`src/rtl/gpio_pkg.sv`:
```
// Shared constants for the GPIO input capture block: default geometry,
// register address spaces and the post-reset arming delay.
package gpio_pkg;

  localparam int GPIO_N     = 4;
  localparam int GPIO_WIDTH = 32;
  localparam int GPIO_AW    = 2;

  // addr MSB selects the register space
  localparam logic ADDR_SNAP = 1'b0;
  localparam logic ADDR_PEND = 1'b1;

  localparam logic [1:0] ARM_CYCLES = 2'd3;

  typedef enum logic {
    SPACE_SNAP = 1'b0,
    SPACE_PEND = 1'b1
  } space_e;

  function automatic space_e space_of(input logic msb);
    return (msb == ADDR_PEND) ? SPACE_PEND : SPACE_SNAP;
  endfunction

endpackage

```
`src/rtl/gpio_in_capture_if.sv`:
```
// Register access bus shared with the GPIO output bank: select, read/write
// strobes, address and write data in; registered read data and valid out.
interface gpio_in_capture_if #(
  parameter int WIDTH = gpio_pkg::GPIO_WIDTH,
  parameter int AW    = gpio_pkg::GPIO_AW
);

  logic             sel;
  logic             ren;
  logic             wen;
  logic [AW:0]      addr;
  logic [WIDTH-1:0] wdata;
  logic [WIDTH-1:0] rdata;
  logic             rvalid;

  modport master (
    output sel, ren, wen, addr, wdata,
    input  rdata, rvalid
  );

  modport slave (
    input  sel, ren, wen, addr, wdata,
    output rdata, rvalid
  );

endinterface

```
`src/rtl/gpio_sync_edge.sv`:
```
// One bank of pin conditioning: 2-flop synchronizer, previous-value register
// and rise/fall event generation gated by the arm qualifier.
module gpio_sync_edge
  import gpio_pkg::*;
#(
  parameter int WIDTH = GPIO_WIDTH
) (
  input  logic             clk,
  input  logic             rstn,
  input  logic [WIDTH-1:0] i_pins,
  input  logic             i_armed,
  input  logic             i_edge_any,
  output logic [WIDTH-1:0] o_sync2,
  output logic [WIDTH-1:0] o_ev
);

  logic [WIDTH-1:0] r_sync1;
  logic [WIDTH-1:0] r_sync2;
  logic [WIDTH-1:0] r_prev;
  logic [WIDTH-1:0] w_rise;
  logic [WIDTH-1:0] w_fall;

  always_ff @(posedge clk or negedge rstn) begin
    if (!rstn) begin
      r_sync1 <= '0;
      r_sync2 <= '0;
      r_prev  <= '0;
    end else begin
      r_sync1 <= i_pins;
      r_sync2 <= r_sync1;
      r_prev  <= r_sync2;
    end
  end

  assign w_rise  = r_sync2 & ~r_prev;
  assign w_fall  = ~r_sync2 & r_prev;
  assign o_sync2 = r_sync2;

  // before arming, the synchronizer is still filling from reset zeros
  assign o_ev = !i_armed   ? '0 :
                i_edge_any ? (w_rise | w_fall) : w_rise;

endmodule

```
`src/rtl/gpio_in_capture.sv`:
```
// GPIO input capture: per-bank synchronized snapshots refreshed round-robin,
// sticky W1C edge-pending registers, register read-back and aggregate irq.
module gpio_in_capture
  import gpio_pkg::*;
#(
  parameter int N     = GPIO_N,
  parameter int WIDTH = GPIO_WIDTH,
  parameter int AW    = $clog2(N)
) (
  input  logic                 clk,
  input  logic                 rstn,
  input  logic [N*WIDTH-1:0]   gpio_pins,
  input  logic                 edge_any,
  gpio_in_capture_if.slave     bus,
  output logic                 irq
);

  localparam logic [AW-1:0] SCAN_STEP = AW'(1);

  logic [AW-1:0]    r_scan;
  logic [1:0]       r_arm;
  logic [WIDTH-1:0] r_snap [N];
  logic [WIDTH-1:0] r_pend [N];
  logic [WIDTH-1:0] r_rdata;
  logic             r_rvalid;
  logic             r_irq;

  logic             w_armed;
  logic             w_wr;
  logic             w_rd;
  logic [AW-1:0]    w_idx;
  logic [WIDTH-1:0] w_sync2 [N];
  logic [WIDTH-1:0] w_ev    [N];
  logic [WIDTH-1:0] w_clr   [N];
  logic             w_any_pend;

  assign w_armed = (r_arm == ARM_CYCLES);
  assign w_wr    = bus.sel & bus.wen;
  assign w_rd    = bus.sel & bus.ren;
  assign w_idx   = bus.addr[AW-1:0];

  for (genvar g = 0; g < N; g++) begin : g_bank
    gpio_sync_edge #(
      .WIDTH (WIDTH)
    ) u_sync_edge (
      .clk        (clk),
      .rstn       (rstn),
      .i_pins     (gpio_pins[g*WIDTH +: WIDTH]),
      .i_armed    (w_armed),
      .i_edge_any (edge_any),
      .o_sync2    (w_sync2[g]),
      .o_ev       (w_ev[g])
    );
  end

  always_ff @(posedge clk or negedge rstn) begin
    if (!rstn) begin
      r_scan <= '0;
      r_arm  <= '0;
    end else begin
      r_scan <= r_scan + SCAN_STEP;
      if (r_arm != ARM_CYCLES) begin
        r_arm <= r_arm + 2'd1;
      end
    end
  end

  always_ff @(posedge clk or negedge rstn) begin
    if (!rstn) begin
      for (int k = 0; k < N; k++) begin
        r_snap[k] <= '0;
      end
    end else begin
      r_snap[r_scan] <= w_sync2[r_scan];
    end
  end

  // snapshot-space writes never match here, so they fall through harmlessly
  always_comb begin
    for (int k = 0; k < N; k++) begin
      w_clr[k] = '0;
      if (w_wr && (bus.addr == {ADDR_PEND, k[AW-1:0]})) begin
        w_clr[k] = bus.wdata;
      end
    end
  end

  // a new event on a bit being cleared in the same cycle survives the clear
  always_ff @(posedge clk or negedge rstn) begin
    if (!rstn) begin
      for (int k = 0; k < N; k++) begin
        r_pend[k] <= '0;
      end
    end else begin
      for (int k = 0; k < N; k++) begin
        r_pend[k] <= (r_pend[k] & ~w_clr[k]) | w_ev[k];
      end
    end
  end

  always_comb begin
    w_any_pend = 1'b0;
    for (int k = 0; k < N; k++) begin
      w_any_pend = w_any_pend | (|r_pend[k]);
    end
  end

  always_ff @(posedge clk or negedge rstn) begin
    if (!rstn) begin
      r_irq <= 1'b0;
    end else begin
      r_irq <= w_any_pend;
    end
  end

  // reads sample pre-edge state, so a same-cycle W1C returns the old value
  always_ff @(posedge clk or negedge rstn) begin
    if (!rstn) begin
      r_rdata  <= '0;
      r_rvalid <= 1'b0;
    end else begin
      r_rvalid <= w_rd;
      if (w_rd) begin
        if (space_of(bus.addr[AW]) == SPACE_PEND) begin
          r_rdata <= r_pend[w_idx];
        end else begin
          r_rdata <= r_snap[w_idx];
        end
      end
    end
  end

  assign bus.rdata  = r_rdata;
  assign bus.rvalid = r_rvalid;
  assign irq        = r_irq;

endmodule

```
`src/flat_wrapper.sv`:
```
// flat-port wrapper written by rule: the top's interface ports become plain ports
module gpio_in_capture_flat import gpio_pkg::*;
#(
  parameter int N     = GPIO_N,
  parameter int WIDTH = GPIO_WIDTH,
  parameter int AW    = $clog2(N)
)
  (clk, rstn, gpio_pins, edge_any, irq, bus_sel, bus_ren, bus_wen, bus_addr, bus_wdata, bus_rdata, bus_rvalid);
  gpio_in_capture_if #(.WIDTH(WIDTH), .AW(AW)) bus_i ();
  input  logic clk;
  input  logic rstn;
  input  logic [N*WIDTH-1:0] gpio_pins;
  input  logic edge_any;
  output logic irq;
  input wire logic [$bits(bus_i.sel)-1:0] bus_sel;
  input wire logic [$bits(bus_i.ren)-1:0] bus_ren;
  input wire logic [$bits(bus_i.wen)-1:0] bus_wen;
  input wire logic [$bits(bus_i.addr)-1:0] bus_addr;
  input wire logic [$bits(bus_i.wdata)-1:0] bus_wdata;
  output wire logic [$bits(bus_i.rdata)-1:0] bus_rdata;
  output wire logic [$bits(bus_i.rvalid)-1:0] bus_rvalid;
  assign bus_i.sel = bus_sel;
  assign bus_i.ren = bus_ren;
  assign bus_i.wen = bus_wen;
  assign bus_i.addr = bus_addr;
  assign bus_i.wdata = bus_wdata;
  assign bus_rdata = bus_i.rdata;
  assign bus_rvalid = bus_i.rvalid;
  gpio_in_capture #(.N(N), .WIDTH(WIDTH), .AW(AW)) u_core (.clk(clk), .rstn(rstn), .gpio_pins(gpio_pins), .edge_any(edge_any), .bus(bus_i), .irq(irq));
endmodule
```
`config.mk`:
```
export PLATFORM = sky130hd
export DESIGN_NAME = gpio_in_capture_flat
export DESIGN_NICKNAME = d
export VERILOG_FILES = /design/src/rtl/gpio_pkg.sv /design/src/rtl/gpio_in_capture_if.sv /design/src/rtl/gpio_sync_edge.sv /design/src/rtl/gpio_in_capture.sv /design/src/flat_wrapper.sv
export SDC_FILE = /design/constraint.sdc
export NUM_CORES = 1
export LEC_CHECK = 0
export CAP_MARGIN = 20
export CORE_AREA = 10 10 289 291
export DETAILED_ROUTE_END_ITERATION = 16
export DIE_AREA = 0 0 299 301
export PLACE_DENSITY = 0.66
export SLEW_MARGIN = 10
export SYNTH_ARGS = -nofsm -noshare
export SYNTH_HDL_FRONTEND = slang
export SYNTH_SLANG_ARGS = --single-unit
```
`constraint.sdc`:
```
create_clock -name clk -period 2.1 [get_ports clk]
set_clock_uncertainty 0.15 [all_clocks]
set_input_delay 0.21 -clock clk [delete_from_list [all_inputs] [get_ports clk]]
set_output_delay 0.21 -clock clk [all_outputs]
set_load 0.02 [all_outputs]
```
=== Word-level counts from Yosys, hierarchy flattened ===
Cells that the tools add are included.

* Bits in writable memories: 0
* Memories kept: 0
* Memory bits (read-only): 0
* Input port bits: 169
* Bits in registers: 678
* Logic and storage cells: 110
* Bits in latches: 0
* Output and inout port bits: 34

* Shift operators: 0
* Equality and inequality tests: 6
* Multipliers: 0
* Bitwise gates (word level): 39
* Order comparisons: 3
* Div/mod/pow operators: 0
* Multiplexer cells: 26
* Reductions and logical operators: 9
* $add $sub $neg: 2

{| class="wikitable"
|+ Operators with widths
! cell !! number
|-
| two-way mux 32 bit || 20
|-
| bitwise AND 32 bit || 12
|-
| inverter 32 bit || 12
|-
| bitwise OR 32 bit || 8
|-
| binary-select mux 32 bit (select 2 bit) || 3
|-
| bitwise mux 128 bit || 1
|-
| OR reduction 32 bit || 4
|-
| demux 32 bit (select 2 bit) || 1
|-
| equality test 3 bit (second input constant) || 4
|-
| greater-or-equal comparator 3 bit (second input constant) || 2
|-
| inverter 2 -> 3 bit || 2
|-
| logical AND 1 bit || 5
|-
| adder 2 x 1 -> 2 bit (second input constant) || 2
|-
| < comparator 3 x 1 -> 1 bit (second input constant) || 1
|-
| bitwise OR 1 bit || 3
|-
| bitwise AND 1 bit || 2
|-
| equality test 2 bit (second input constant) || 1
|-
| inequality test 2 bit (second input constant) || 1
|-
| two-way mux 1 bit || 1
|}

=== Logic depth before layout (Yosys ltp) ===
Gate-level depths: netlist of the first run.

* Word-level depth: 6
* Gate-level depth with buffers: 7
* Depth with buffers taken out: 5

=== Modules after synthesis ===
A second synthesis of the first run with hierarchy kept.

* Cells, all modules: 1930
* Area total of the unflattened synthesis: 27684.1 µm²

{| class="wikitable"
|+ By module, submodules not included
! module !! sequential area each (µm²) !! cells each !! times used !! area each (µm²)
|-
| gpio_sync_edge || 2402.3 || 235 || 4 || 3463.3
|-
| gpio_in_capture || 7357.1 || 990 || 1 || 13830.8
|}

=== Worst setup path before layout of the first run ===
Ideal clock, no wire load.

* Kind: flip-flop to flip-flop
* Start: register u_core.r_scan[1]
* End: register u_core.r_snap[65] (netlist bit)
* Arrival: 1800 ps
* Cell stages (with the launch flop): 8
* Required time: 1825 ps
* Clock period less this slack: 2075 ps
* Setup slack: 25 ps
* Path buffers: 4
* Library setup time: 125 ps
* Path through: dfrtp_1 -> clkbuf_1 -> buf_2 -> inv_1 -> ha_1 -> clkbuf_1 -> buf_1 -> mux2_2

* Cells in the longest elaborated chain, start to end: 6
* Elaborated cells between the ends (all ways): 10
* Those cells by class: order compare: 2; mux: 6; bitwise: 1; reduce/logical: 1

{| class="wikitable"
|+ RTL lines
! item !! RTL line !! source
|-
| from (decl) || gpio_in_capture.sv:20 || <nowiki>logic [AW-1:0] r_scan;</nowiki>
|-
| from (signal assigned) || gpio_in_capture.sv:61 || <nowiki>r_scan <= r_scan + SCAN_STEP;</nowiki>
|-
| inverter 2 -> 3 bit (implied by the code) * || gpio_in_capture.sv:74 || <nowiki>r_snap[r_scan] <= w_sync2[r_scan];</nowiki>
|-
| greater-or-equal comparator 3 bit (implied by the code) / < comparator 3 x 1 -> 1 bit (equally long branches) || gpio_in_capture.sv:74 ||
|-
| logical AND 1 bit (implied by the code) || gpio_in_capture.sv:74 ||
|-
| two-way mux 32 bit (implied by the code) || gpio_in_capture.sv:74 ||
|-
| demux 32 bit (select 2 bit) || gpio_in_capture.sv:74 ||
|-
| bitwise mux 128 bit * || gpio_in_capture.sv:74 ||
|-
| to (signal, indexed assignment) || gpio_in_capture.sv:74 ||
|-
| to (decl) || gpio_in_capture.sv:22 || <nowiki>logic [WIDTH-1:0] r_snap [N];</nowiki>
|}

Mark *: on every way between the ends. The rest lies on a longest branch, timed or not. The select of a mux whose other input is x is not followed.
A chain may end at the register's enable or synchronous reset.

=== Final worst setup path of the first run ===
* Start: register u_core.r_irq (netlist: u_core.irq)
* End: output irq

{| class="wikitable"
|+ RTL lines
! item !! RTL line !! source
|-
| from (decl) || gpio_in_capture.sv:26 || <nowiki>logic r_irq;</nowiki>
|-
| from (signal assigned) || gpio_in_capture.sv:112 || <nowiki>r_irq <= w_any_pend;</nowiki>
|-
| to (decl) || flat_wrapper.sv:14 || <nowiki>output logic irq;</nowiki>
|}

No word-level cell between the ends.

==> results.md, run 1 <==
- The post-synth net total is 2232.
- The maximum fanout along the worst path is 1.
- The remaining global-route overflow is 0.
- The final cycle utilization of the critical path is 0.9808.
- The global routing usage summed across all routing layers is 0.1589.
- The leakage power summed over all cells is 14.79 nW.
- The layer carrying the most global-route usage is met2.
- The final layout contains 2615 nets.
- For the worst setup path, the data arrival time is 1700 ps.
- STA classifies the critical path endpoint as an output port.
- The routed length per placed instance is 20.85 microns.
- The synthesized design spends more area on one cell type than any other, namely dfrtp_1.
- In the global route stage, met3 resource usage came out at 0.03888.
- Clock tree synthesis selected as its root buffer the cell clkbuf_16.
- The highest clock rate is 485.5 MHz.
- Data on the critical path is required at its endpoint by 1740 ps.
- Of the total power, combinational logic draws 0.087.
- 203 I/O pins were placed.
- The H-tree was split into 3 levels.
- The number of violations reported at the end of detailed-routing iteration 0 is 1042.
- The count of endpoints failing setup in the final report is 0.
- The die boundary width is 299 microns.
- The end of the worst hold path is u_core.r_pend[97].
- The internal power is 22.78 mW.
- The met2 track demand over resource in global routing is 0.2644.
- The share of total power dissipated in sequential elements is 0.474.
- The detailed-placement wirelength estimate is 49320 microns.
- The top flip-flop cell by instance count after synthesis is dfrtp_1.
- The net load switching power is 6.922 mW.
- STA classifies the critical path startpoint as a flop.
- The worst hold slack after final layout is 46.19 ps.
- The number of different library cells in the post-synthesis netlist is 24.
- At the pin with the least slew margin, the transition time is 694.7 ps.
- The via count of the first global-routing pass is 18650.
- The TritonCTS clock tree is done.
- In this run the cell area of the synthesized design comes to 0.02695 sq mm.
- The number of stages on the worst hold path is 3.
- The utilization after layout is 0.4470.
- The first global-routing pass estimated 111200 microns of wire.
- In the global route stage, met1 resource usage came out at 0.2026.
- At the later pin of the worst-skew pair, clock insertion delay measures 640 ps.
- The number of filler cells placed in the layout is 6911.
- The post-detailed-route via-to-cell ratio is 4.939.
- The final estimated routing congestion in global placement is 0.8159.
- The clock period could shrink to 2060 ps.
- Summed over all failing endpoints, the final setup total negative slack is 0 ps.
- The worst hold path belongs to the class in2reg.
- The setup slack after placement is -111.7 ps.
- The run finished with clean final reports.
- Walking the worst path, the cells encountered are clkdlybuf4s50_1.
- The tool flagged a number of max-cap violations equal to 0.
- The total wire length is 71190 microns.
- Entering global routing, the biggest net connects 83 pins.
- The iteration count of the initial detailed-routing pass is 5.
- The CTS clock-pin slew for the worst setup and hold paths is 60 ps.
- The number of enable-type register cells in the synthesized netlist is 0.
- The most used standard cell by instance count after synthesis is dfrtp_1.
- The number of I/O port buffers is 202.
- The cell count of the worst reg-to-reg path is 4.
- The count of final hold-check violations is 0.
- The number of antenna violations at the first check in global routing was 8.
- The count of antenna-violating nets left after detailed routing is 0.
- The worst pin sits at a relative slew slack of 0.5326.
- The vertical extent of the die is 301 microns.
- The maximum clock path buffer count is 3.
- The initial core utilization is 0.3485.
- For this run, the number of Yosys warnings is 0.
- The number of vias in the routed layout is 16860.
- The tree built by TritonCTS fans out to 678 sinks.
- The area of the core is 0.07734 sq mm.
- The destination of the worst register-to-register timing path is u_core.irq.
- Each instance of the synthesized netlist takes up on average 13.96 sq um.
- The fraction of layout cells with a size suffix above 1 is 0.1864.
- Setup repair after global routing left no endpoint under its margin.
- Power spread over the standard cell area amounts to 859.3 mW/mm^2.
- In the post-route analysis, the smallest setup slack over all paths is 40.24 ps.
- The number of buffers and inverters on the critical path is 1.
- For this run, the register share of the synthesized area comes to 0.6296.
- The floorplan row count is 102.
- The startpoint identified for the worst hold timing path is edge_any.
- The commonest cells after synthesis are 678 x dfrtp_1, 157 x nor2_1, 156 x a21oi_1, 134 x inv_1, 133 x ha_1.
- The relative contribution of the clock network to total power is 0.439.
- The register bit count reported by yosys is 678.
- The clock buffer count from CTS is 74.
- The critical path's slowest cell is clkdlybuf4s50_1.
- Compared with the post-synthesis result, the final layout area differs by 28.27%.
- IR analysis of the VDD net gives a maximum drop of 483.4 uV.
- The type of the worst setup path is reg2out.
- The largest incremental delay on the critical path is 650 ps.
- The fraction of post-synthesis cell area in the top cell type by area is 0.6296.
- The count of mapped cells out of synthesis is 1930.
- Yosys attributes the largest share of cell area to dfrtp_1 63%, mux4_2 8.0%, ha_1 6.2%.
- In the synthesized netlist the async set-or-reset flop fraction comes to 1.000.
- The final number of max-transition violations was 0.
- The worst register-to-register path begins at u_core.r_pend[113].
- The family with the most delay on the worst path is buffers and inverters.
- The die covers 0.09000 sq mm.
- Of the total power, the share spent switching nets is 0.2330.
- The detailed-route DRC error count is 0.
- Across all register-to-register paths, the minimum setup slack is 110 ps.
## cell usage in the layout (no fill, tap or decap), drive strengths merged
master	synthesis	routed
bufinv	0	6
nor2	158	158
dlygate4sd3	0	129
mux2i	36	36
xnor2	1	1
a22o	128	128
clkbuf	47	103
clkinv	0	16
dfrtp	678	678
inv	135	142
nand2	129	129
nor4	34	34
dlymetal6s2s	0	1
nand3	1	1
clkdlybuf4s50	0	193
mux2	129	129
diode	0	3
buf	57	85
clkinvlp	0	2
nand4	9	9
dlygate4sd2	0	3
ha	133	133
a21oi	156	156
mux4	96	96
nor3	2	2
and2	1	1
## state kept, by name, summed over array words and instances, names as in the netlist
register	cells
u_core.g_bank.u_sync_edge.o_sync2	128
u_core.g_bank.u_sync_edge.r_prev	128
u_core.g_bank.u_sync_edge.r_sync1	128
u_core.r_pend	128
u_core.r_snap	128
u_core.bus.rdata	32
u_core.r_arm	2
u_core.r_scan	2
u_core.bus.rvalid	1
u_core.irq	1
## cells by family (layout without fill, tap and decap cells)
kind of cell,after synthesis,in the layout,synth area share
AOI/OAI and AO/OA,284,284,0.07057
xor gates and xnor gates,1,1,0.0003251
adders and majority gates,133,133,0.06175
buffers and inverters,239,680,0.03909
DFF,678,678,0.6296
muxes,261,261,0.1475
other,0,3,0
and+or+nand+nor,334,334,0.05121
## layer usage
layer	wire [microns]	vias up
met5	69	-
met4	1543	10
met3	4174	117
met2	35010	426
met1	30400	8763
li1	-	7546
## timing repair
item                                    in CTS  in global routing
hold buffers                               130                  0
endpoints found under the hold margin      685                  0
gates resized for setup                      4                  1
endpoints found under the setup margin       4                  1
setup buffers                                0                  0
## through the flow
stage                     cells  power (mW)  area [sq um]
final                      3414       29.71         34570
after detailed placement   3147       16.71         30780
after global routing       3414       30.96         34570
after CTS                  3411       30.11         34560
after floorplan            1930       15.32         26950
after global placement     3147       16.61         30780
## power by group through the flow
stage | Sequential (mW) | Clock (mW) | Combinational (mW)
after floorplan | 14.3 | 0 | 1.05
after global placement | 14.3 | 0 | 2.34
after detailed placement | 14.3 | 0 | 2.41
after CTS | 14.1 | 13.4 | 2.63
after global routing | 14.1 | 14.0 | 2.86
final | 14.1 | 13.1 | 2.58
## worst max path at each step
stage                              from  cells past startpoint  slack [ps]                 to
finish                       u_core.irq                      1          40                irq
global route                 u_core.irq                      1          10                irq
CTS                 u_core.bus.rdata[1]                      1           7       bus_rdata[1]
detailed placement    u_core.r_pend[78]                      5        -110         u_core.irq
global placement      u_core.r_pend[78]                      5         -90         u_core.irq
floorplan              u_core.r_scan[1]                      7          20  u_core.r_snap[65]
## cell type report
| class | instances | area [sq um] | area share |
|---|---|---|---|
| sequential | 678 | 16970 | 0.4909 |
| multi-input combinational | 1013 | 8975 | 0.2596 |
| timing repair buffer | 411 | 4344 | 0.1257 |
| clock buffer | 103 | 2102 | 0.06081 |
| tap | 1040 | 1301 | 0.03764 |
| inverter | 135 | 506.7 | 0.01466 |
| clock inverter | 31 | 364.1 | 0.01053 |
| antenna | 3 | 7.507 | 0.0002172 |
Note: power is estimated with default switching activity, not from simulation.
==> run 2: changes to the inputs <==
GPL_TIMING_DRIVEN = 0   (was default)
==> run 2 against run 1 <==
The run now ends with negative hold slack, negative setup slack left. Register-to-register slack worse by 120 ps. Utilization down 0.073 points. Final cell count up 0.85%. Sequential cell count unchanged. Non-clock buffer count up 28. Fmax down 2.2%. Setup slack worse by 46 ps. Worst hold slack worse by 670 ps. Sequential power about the same. Count of clock-buffer cells in the layout down 3. Sequential share of layout area up 0.073 points. Highest routed layer unchanged.
==> results.md, run 2 (synthesis gave the netlist of run 1 again) <==
- The CTS sink count was 678 (unchanged).
- The maximum vdd drop is 511.8 uV (+5.9%).
- The worst hold path belongs to the class in2async.
- The iteration count of the initial detailed-routing pass was 5 (unchanged).
- The required time at the worst-slack endpoint is 2450 ps (+710 ps).
- The library cells used most frequently in the layout, excluding fill and tap cells, are 678 x dfrtp_1, 194 x clkdlybuf4s50_1, 157 x nor2_1, 156 x a21oi_1, 134 x inv_1.
- The worst path arrival time is 2450 ps (+750 ps).
- The post-layout total power is 30.24 mW (+1.8%).
- The TritonCTS clock tree is done.
- The via count of the first global-routing pass is 18980 (+1.8%).
- The initial core utilization is 0.3485 (unchanged).
- The sequential cell area in the final layout was 0.01697 sq mm (about the same).
- The final estimated routing congestion in global placement is 0.8982 (+10%).
- The setup slack after placement is -850.5 ps (-738.8 ps).
- The kind of end point of the critical path is a flop.
- The worst hold slack after final layout came to -628.4 ps (-674.5 ps).
- The number of I/O port buffers was 199 (-1.5%).
- The final worst setup slack was -5.926 ps (-46.16 ps).
- The remaining global-route overflow was 0 (unchanged).
- Relative to the synthesized area, the layout overhead comes to 28.07%.
- The number of filler cells placed in the layout is 6986 (+1.1%).
- The number of max-cap violations came to 0 (unchanged).
- The count of antenna-violating nets left after detailed routing was 0 (unchanged).
- The count of buffers added by post-CTS timing repair for setup came to 0 (unchanged).
- The post-detailed-route via-to-cell ratio is 5.106 (+3.4%).
- The full die area is 0.09000 sq mm (unchanged).
- The source-to-sink clock delay at the later pin of the worst-skew pair is 640 ps (about the same).
- The ratio of total power to cell area is 876.2 mW/mm^2 (+2.0%).
- The type of the worst setup path is reg2reg.
- The post-layout minimum cycle time is 2106 ps (+46.16 ps).
- The routed length per placed instance was 23.47 microns (+13%).
- The library cell used most frequently in the layout, excluding fill and tap cells, is dfrtp_1.
- The count of pins on the block boundary is 203 (unchanged).
- The area of the core is 0.07734 sq mm (unchanged).
- The final cycle utilization of the critical path is 1.003 (+0.02198).
- The CTS H-tree depth came to 3 (unchanged).
- The detailed-route DRC error count is 0 (unchanged).
- The non-filler instance count after layout is 3443 (+0.85%).
- The worst setup path is launched from a flop.
- The number of vias in the routed layout is 17580 (+4.3%).
- The transition time at the pin with the least slew margin came to 983.6 ps (+289.0 ps).
- The CTS clock-pin slew for the worst setup and hold paths came to 60 ps (about the same).
- The area of all placed cells without fillers is 0.03451 sq mm (-0.16%).
- The maximum fanout along the worst path came to 10 (+9).
- The maximum number of pins on one net before global-route repair is 115 (+39%).
- The number of antenna violations at the first check in global routing is 13 (+5).
- The fraction of layout cells with a size suffix above 1 was 0.1835 (-0.002933).
- The count of final hold-check violations is 339 (+339).
- The relative slew slack is 0.3442 (-0.1884).
- The count of endpoints failing setup in the final report came to 5 (+5).
- The final number of max-transition violations is 0 (unchanged).
- The launching point of the worst reg2reg path is u_core.r_scan[1].
- The clock buffer count from CTS is 74 (unchanged).
- The total wire length was 80820 microns (+14%).
- The number of nets at the end of the flow is 2643 (+1.1%).
- The vertical extent of the die was 301 microns (unchanged).
- The footprint of the multi-input gates is 0.009001 sq mm (+0.29%).
- Setup repair after global routing could not meet its margin everywhere.
- The run finished, with violations left.
- The number of violations reported at the end of detailed-routing iteration 0 is 1461 (+40%).
- The placed cell count is 3176 (+0.92%).
- The die boundary width came to 299 microns (unchanged).
- The floorplan row count is 102 (unchanged).
- The highest clock rate is 474.9 MHz (-2.2%).
- The checks that failed: negative hold slack, negative setup slack.
- The global routing usage summed across all routing layers is 0.1778 (+0.01891).
- The first-pass GRT wire length came to 120500 microns (+8.4%).
- The post-placement cell area is 0.03044 sq mm (-1.1%).
- The buffer type at the clock tree root is clkbuf_16.
- The leakage power summed over all cells is 14.79 nW (about the same).
- The final total negative setup slack was -16.93 ps (-16.93 ps).
- The maximum clock path buffer count came to 3 (unchanged).
- The detailed-placement wirelength estimate is 56510 microns (+15%).
- The critical path starts at u_core.r_scan[1].
[run 2: changes by cell type in the layout (fill, tap and decap cells not counted), moves of 5 or more]
cell      delta
clkbuf_1    +24
buf_6       +13
buf_12      -31
nor4_2       +5
buf_1        +5
buf_2       +24
nor4_1       -6
buf_4       -40
buf_16       +8
clkbuf_2    +15
[run 2: metal layers]
metal | vias up | share of wire | GRT usage
met4 | 18 | 0.035 | 0.06668
met1 | 9064 | 0.41 | 0.2255
li1 | 7606 | - | -
met5 | - | 0.0016 | 0
met2 | 714 | 0.48 | 0.2870
met3 | 179 | 0.078 | 0.04987
[run 2: report_power, final]
group	total, mW	switching, mW	internal, mW
Combinational	2.64	1.37	1.28
Clock	13.5	5.38	8.12
Sequential	14.1	0.388	13.7
[run 2: repair_timing]
item                                    4_1_cts  5_1_grt
hold buffers                                130        2
resized for setup                            49       26
endpoints found under the setup margin      184      103
hold endpoints to repair                    521      291
[run 2: layout make-up]
class / instances / share of cell area
flip-flops and latches: 678 / 0.4916
diodes: 5 / 0.0003625
inverters: 135 / 0.01468
plain buffers: 101 / 0.01860
clock buffers: 100 / 0.06149
multi-input cells: 1013 / 0.2608
clock inverters: 33 / 0.01225
well taps: 1040 / 0.03770
repair buffers: 338 / 0.1025
[run 2: worst paths after layout]
kind,depth (start not counted),endpoint,slack (ps)
worst max register to register,6,u_core.r_snap[98],-6
max in group asynchronous,3,u_core.r_scan[1],530
worst min-delay path,1,u_core.g_bank[1].u_sync_edge.r_sync1[8],-630
worst max-delay path,6,u_core.r_snap[98],-6
worst min register to register,0,u_core.g_bank[1].u_sync_edge.o_sync2[27],180
min in group clk,3,u_core.r_pend[56],110
[run 2: stage by stage]
step,util,hold WS (ps)
6_report,0.4463,-628.4
4_1_cts,0.4447,-627.1
5_1_grt,0.4462,-609.9
2_1_floorplan,-,-235.6
3_5_place_dp,0.3936,38.79
3_3_place_gp,0.3910,186.4
[run 2: worst max-delay path, stage by stage, from the launching register on]
cell and delay [ps]:
dfrtp_1 400, clkbuf_2 220, buf_6 210, inv_1 100
ha_2 290, buf_6 230, mux2_2 350
